[src/rtl/pc_ctrl.sv]
// PC redirect controller: arbitrates trap/mret/branch redirects against fetch
// readiness, holds targets while the ibus is busy, and drives flush/WFI sleep.
module pc_ctrl #(
    parameter logic [31:0] RESET_ADDR   = 32'h0000_0000,
    parameter int unsigned FLUSH_CYCLES = 2
) (
    input  logic        clk,
    input  logic        rst,
    input  logic        ibus_ready,
    input  logic        hazard_stall,
    input  logic        trap_req,
    input  logic [31:0] trap_vec,
    input  logic        mret_req,
    input  logic [31:0] mret_pc,
    input  logic        br_req,
    input  logic [31:0] br_target,
    input  logic        wfi_req,
    input  logic        irq_pending,
    output logic        stall_fetch,
    output logic        next_pc_en,
    output logic [31:0] next_pc,
    output logic        flush,
    output logic [1:0]  state
);

    typedef enum logic [1:0] {
        RUN   = 2'd0,
        HOLD  = 2'd1,
        FLUSH = 2'd2,
        WFI   = 2'd3
    } state_e;

    localparam logic [2:0] CNT_LOAD  = 3'(FLUSH_CYCLES - 1);
    localparam state_e     ACCEPT_ST = (FLUSH_CYCLES == 1) ? RUN : FLUSH;

    state_e      state_q, state_d;
    logic [2:0]  cnt_q, cnt_d;
    logic [31:0] pending_q, pending_d;

    logic        any_req;
    logic [31:0] sel_target;
    logic        take_req;
    logic [31:0] take_tgt;
    logic        stall_c, en_c, flush_c;
    logic [31:0] tgt_c;

    always_ff @(posedge clk or posedge rst) begin
        if (rst) begin
            state_q   <= RUN;
            cnt_q     <= 3'd0;
            pending_q <= RESET_ADDR;
        end else begin
            state_q   <= state_d;
            cnt_q     <= cnt_d;
            pending_q <= pending_d;
        end
    end

    always_comb begin
        any_req    = trap_req | mret_req | br_req;
        sel_target = trap_req ? trap_vec : (mret_req ? mret_pc : br_target);

        state_d   = state_q;
        cnt_d     = cnt_q;
        pending_d = pending_q;
        take_req  = 1'b0;
        take_tgt  = sel_target;
        stall_c   = 1'b0;
        en_c      = 1'b0;
        flush_c   = 1'b0;
        tgt_c     = pending_q;

        case (state_q)
            RUN: begin
                take_req = any_req;
                if (!any_req) begin
                    stall_c = hazard_stall | ~ibus_ready;
                    if (wfi_req && !irq_pending) state_d = WFI;
                end
            end
            HOLD: begin
                flush_c = 1'b1;
                stall_c = ~ibus_ready;
                if (trap_req) pending_d = trap_vec;
                if (ibus_ready) begin
                    en_c    = 1'b1;
                    tgt_c   = trap_req ? trap_vec : pending_q;
                    state_d = ACCEPT_ST;
                    cnt_d   = CNT_LOAD;
                end
            end
            FLUSH: begin
                flush_c  = 1'b1;
                stall_c  = ~ibus_ready;
                take_req = trap_req;
                take_tgt = trap_vec;
                if (!trap_req) begin
                    cnt_d = cnt_q - 3'd1;
                    if (cnt_q <= 3'd1) state_d = RUN;
                end
            end
            default: begin // WFI
                stall_c  = 1'b1;
                take_req = trap_req;
                take_tgt = trap_vec;
                if (!trap_req && irq_pending) state_d = RUN;
            end
        endcase

        // A redirect accepted from RUN, FLUSH or WFI shares one issue/park path.
        if (take_req) begin
            flush_c = 1'b1;
            if (ibus_ready) begin
                en_c    = 1'b1;
                tgt_c   = take_tgt;
                stall_c = 1'b0;
                state_d = ACCEPT_ST;
                cnt_d   = CNT_LOAD;
            end else begin
                pending_d = take_tgt;
                stall_c   = 1'b1;
                en_c      = 1'b0;
                state_d   = HOLD;
            end
        end
    end

    // Outputs are combinational on inputs, so reset must override them directly.
    always_comb begin
        if (rst) begin
            stall_fetch = 1'b1;
            next_pc_en  = 1'b0;
            flush       = 1'b1;
            next_pc     = RESET_ADDR;
            state       = RUN;
        end else begin
            stall_fetch = stall_c;
            next_pc_en  = en_c;
            flush       = flush_c;
            next_pc     = en_c ? tgt_c : pending_q;
            state       = state_q;
        end
    end

endmodule

[config.mk]
export PLATFORM = sky130hd
export DESIGN_NAME = pc_ctrl
export DESIGN_NICKNAME = d
export VERILOG_FILES = /design/src/rtl/pc_ctrl.sv
export SDC_FILE = /design/constraint.sdc
export NUM_CORES = 1
export LEC_CHECK = 0
export ABC_AREA = 1
export CAP_MARGIN = 15
export CORE_AREA = 5 5 148 150
export CTS_CLUSTER_DIAMETER = 120
export DETAILED_ROUTE_END_ITERATION = 16
export DIE_AREA = 0 0 153 155
export PLACE_DENSITY = 0.48
export SYNTH_ARGS = -nofsm -noshare
export SYNTH_HDL_FRONTEND = slang
export SYNTH_SLANG_ARGS = --single-unit
[constraint.sdc]
create_clock -name clk -period 2.45 [get_ports clk]
set_clock_uncertainty 0.05 [all_clocks]
set_input_delay 0.3675 -clock clk [delete_from_list [all_inputs] [get_ports clk]]
set_output_delay 0.3675 -clock clk [all_outputs]
set_load 0.01 [all_outputs]
==> run summary <==
The flow ran to the end, but the final reports show violations. The final reports fail on negative setup slack. Before CTS, the worst setup slack after placement is -0.5951 ns.

The fraction of the mapped netlist area in adder cells is 1.747%. The highest clock frequency the design can meet came out at 0.3895 GHz. The xor/xnor cell area share of the yosys netlist came out at 0%. The sequential cell area fraction in the yosys report came out at 18.47%. Following the worst setup path forward leads to its endpoint at next_pc[23]. The startpoint identified for the worst register-to-register timing path is state_q[1]$_DFFE_PP0P_. In this run the worst hold path is classified as input port to asynchronous set/reset pin. After layout, the minimum clock period comes to 2.568 ns. The power per cell area is 1016 nW/um^2. The floorplan has 53 rows. Overall power consumption after layout is estimated at 8.156 mW.

Setup violations remaining at the end of the flow were counted as 32. The post-route antenna net violation count is 0. The wire length reported by the detailed router came out at 21160 um.

The cell sitting at the root of the clock tree is a sky130_fd_sc_hd__clkbuf_16. The clock network accounts for 8.4% of the total power. For the pin with the worst max-slew slack, the measured transition is 0.7329 ns. The number of max-slew violations in the final report came out at 0.

The library cell used most frequently in the layout, excluding fill and tap cells, is sky130_fd_sc_hd__nand2_1. For this block, the initial DRC count from the detailed router was 380. The total core area came out at 20560 um^2. TritonCTS built the clock tree.

The total inserted antenna cells came out at 0. STA classifies the critical path endpoint as a primary output. The number of flip-flops and latches in the synthesized netlist came out at 37. In the post-synthesis netlist, the biggest area contributors are sky130_fd_sc_hd__nand2_1 (38%), sky130_fd_sc_hd__dfrtp_1 (18%), sky130_fd_sc_hd__inv_1 (12%). The dominant cell type by area after synthesis is sky130_fd_sc_hd__nand2_1. The clock-pin slew on the worst setup and hold paths came out at 0.06 ns. The final hold violation count is 0.

The worst slew margin relative to its limit came out at 51.14%. The final worst-path cycle share came out at 104.8%. The number of buffers between clock root and the deepest sink came out at 2. The area of the mapped netlist came out at 5012 um^2. The number of max-capacitance violations reported is 0. VDD sags by at most 437.2 uV. The leftover overflow at the end of global routing came out at 0. The number of warnings issued by yosys is 0.

The endpoint identified for the worst register-to-register timing path is pending_q[2]$_DFF_PP0_. The maximum fanout count along the critical path came out at 5. The most critical setup path has its startpoint at state_q[0]$_DFFE_PP0P_. The first-pass detailed-route iteration total is 4. The share of total power in sequential cells came out at 13.5%. The clock latency at the later pin of the worst-skew pair is 0.30 ns. At the end of the flow, the number of nets in the layout was 1336.

After detailed routing, the average wire length per cell comes to 14.12 um. The count of port buffers added during placement came out at 141. The final weighted congestion of routability-driven global placement is 0.8544.

The top cell type's share of synthesized area came out at 38.12%. The net switching share of the total power came out at 48.95%. The deepest level of the CTS H-tree is 2. The starting density of the core came out at 24.38%. The number of design rule violations left after detail routing came out at 0.

By area, the combinational part of the netlist is dominated by simple AND/OR/NAND/NOR gates. The leakage power figure came out at 4.556 nW. The top-level I/O count came out at 142. The via count of the first global-routing pass came out at 6363. The number of nets in the synthesized netlist came out at 1127. The sum of net half-perimeters after detailed placement is 14370 um. Synthesis handed over a netlist of 1015 instances. In the final timing run, aggregate negative setup slack is -1.776 ns. Setup repair after global routing could not meet its margin everywhere.

The initial antenna violation count came out at 0. The vias after detailed routing came out at 6694. The internal power summed over all cells is 4.163 mW. The portion of synthesized area spent on multiplexers is 0%. The fraction of layout instances using a drive strength above 1 is 19.44%. The die is 153 um wide.

At the worst endpoint, the arrival time is 2.15 ns. The critical path is of the flop to primary output type. STA classifies the critical path startpoint as a flop. The count of distinct cell types in the synthesized netlist is 23. The layout overhead on the synthesized area is 60.08%. The number of buffers inserted during clock tree synthesis came out at 5. The fill cell instance count of the final layout is 2289. The top cell types in the final layout, fill and taps aside, are sky130_fd_sc_hd__nand2_1 (474), sky130_fd_sc_hd__inv_1 (157), sky130_fd_sc_hd__clkdlybuf4s50_1 (102). The final design utilization is 39.03%. The total clock sinks came out at 37. The cts-stage hold buffer count came out at 0. The setup slack of the critical path after layout is -0.1177 ns. Dividing the detail-routed via count by the number of cells gives 4.466.

The floorplan die height is 155 um. The maximum number of pins on one net before global-route repair is 50. After Yosys synthesis, and, or, nand and nor cells account for 51.15% of the synthesized area. The data required time of the worst path is 2.03 ns.

The floorplan die area came out at 23720 um^2. The fraction of power consumed by combinational cells is 78.1%. The switching component of the power is 3.993 mW. The number of cell instances on the worst register-to-register path is 12. A synthesized cell averages 4.938 um^2.

The synthesized-area fraction occupied by ao, oa, aoi and oai cells came out at 11.06%. The global-route wire length before repair came out at 33730 um. The global router's overall resource usage came out at 17.47%. The setup check on the worst reg-to-reg path leaves a slack of 0.16 ns.
==> critical path: stages (launching register included) <==
cell	delay, ns
sky130_fd_sc_hd__dfrtp_1	0.38
sky130_fd_sc_hd__buf_6	0.13
sky130_fd_sc_hd__ha_4	0.16
sky130_fd_sc_hd__nor2_4	0.17
sky130_fd_sc_hd__nor2_4	0.07
sky130_fd_sc_hd__buf_12	0.14
sky130_fd_sc_hd__buf_12	0.13
sky130_fd_sc_hd__buf_6	0.11
sky130_fd_sc_hd__nand2_4	0.05
sky130_fd_sc_hd__nand3_2	0.06
sky130_fd_sc_hd__nand2_2	0.08
sky130_fd_sc_hd__nand2_2	0.05
sky130_fd_sc_hd__a21oi_2	0.15
sky130_fd_sc_hd__buf_2	0.16
==> timing repair <==
item	CTS	global route
setup endpoints to repair	35	35
setup buffers	15	7
gates cloned	4	0
pin swaps	20	17
gates resized for setup	212	39
==> sequential cells by signal (all words and copies together), names as in the netlist <==
register	cells
pending_q	32
state_q	2
cnt_q	3
==> worst min-delay path by stage <==
| stage | to | from | cells past startpoint | slack (ns) |
|---|---|---|---|---|
| 2_1_floorplan | state_q[1]$_DFFE_PP0P_ | state_q[1]$_DFFE_PP0P_ | 2 | 0.44 |
| 3_3_place_gp | cnt_q[0]$_DFF_PP0_ | cnt_q[0]$_DFF_PP0_ | 1 | 0.50 |
| 3_5_place_dp | cnt_q[0]$_DFF_PP0_ | cnt_q[0]$_DFF_PP0_ | 1 | 0.49 |
| 4_1_cts | state_q[0]$_DFFE_PP0P_ | rst | 2 | 0.27 |
| 5_1_grt | state_q[1]$_DFFE_PP0P_ | rst | 2 | 0.32 |
| 6_report | state_q[1]$_DFFE_PP0P_ | rst | 2 | 0.29 |
==> synth_stat cells <==
| library cell | count |
|---|---|
| sky130_fd_sc_hd__inv_2 | 4 |
| sky130_fd_sc_hd__or2_2 | 1 |
| sky130_fd_sc_hd__o21ai_1 | 10 |
| sky130_fd_sc_hd__o21a_1 | 1 |
| sky130_fd_sc_hd__o21ai_0 | 33 |
| sky130_fd_sc_hd__buf_1 | 10 |
| sky130_fd_sc_hd__a21oi_1 | 38 |
| sky130_fd_sc_hd__buf_2 | 26 |
| sky130_fd_sc_hd__a31oi_1 | 20 |
| sky130_fd_sc_hd__nand3_1 | 102 |
| sky130_fd_sc_hd__clkinv_1 | 1 |
| sky130_fd_sc_hd__o21ai_2 | 1 |
| sky130_fd_sc_hd__dfrtp_1 | 37 |
| sky130_fd_sc_hd__nand2_2 | 1 |
| sky130_fd_sc_hd__clkbuf_1 | 17 |
| sky130_fd_sc_hd__nor2_1 | 32 |
| sky130_fd_sc_hd__buf_6 | 2 |
| sky130_fd_sc_hd__o211ai_1 | 1 |
| sky130_fd_sc_hd__ha_1 | 7 |
| sky130_fd_sc_hd__nand2_1 | 509 |
| sky130_fd_sc_hd__buf_4 | 1 |
| sky130_fd_sc_hd__inv_1 | 160 |
| sky130_fd_sc_hd__nand3_2 | 1 |
==> cell families after synthesis <==
| group | after synthesis |
|---|---|
| adder cells (fa/ha/maj) | 7 |
| AO/OA/AOI/OAI | 104 |
| buffers and inverters | 221 |
| AND/OR/NAND/NOR | 646 |
| flip-flops | 37 |
==> stage by stage <==
step | std cells | instance area [um^2] | hold slack, ns
detailed placement | 1467 | 7335 | 0.4900
floorplan | 1015 | 5012 | 0.4401
CTS | 1493 | 7874 | 0.2722
global placement | 1467 | 7335 | 0.4967
finish | 1499 | 8024 | 0.2883
global route | 1499 | 8024 | 0.3230
==> per-layer routing <==
layer | global-route usage, % | share of wire, % | vias up
met5 | 0 | 0 | -
met4 | 4.243 | 1.7 | 0
met3 | 3.338 | 5.1 | 21
met2 | 29.61 | 46 | 170
met1 | 23.07 | 47 | 2999
li1 | - | - | 3504
==> cell type report <==
type | instances | area, um^2 | share of cell area (%)
Timing Repair Buffer | 257 | 2416 | 30.11
Clock buffer | 7 | 142.6 | 1.778
Sequential cell | 37 | 925.9 | 11.54
Inverter | 165 | 636.9 | 7.937
Tap cell | 275 | 344.1 | 4.288
Multi-Input combinational cell | 758 | 3558 | 44.35
==> power by group through the flow <==
stage               clock network (mW)  registers [mW]  logic, mW
CTS                              0.705            1.10       6.15
global placement                     0            1.10       5.40
floorplan                            0            1.07       3.18
global route                     0.720            1.14       7.11
finish                           0.685            1.10       6.37
detailed placement                   0            1.10       5.39
(Power assumes the default switching activity.)
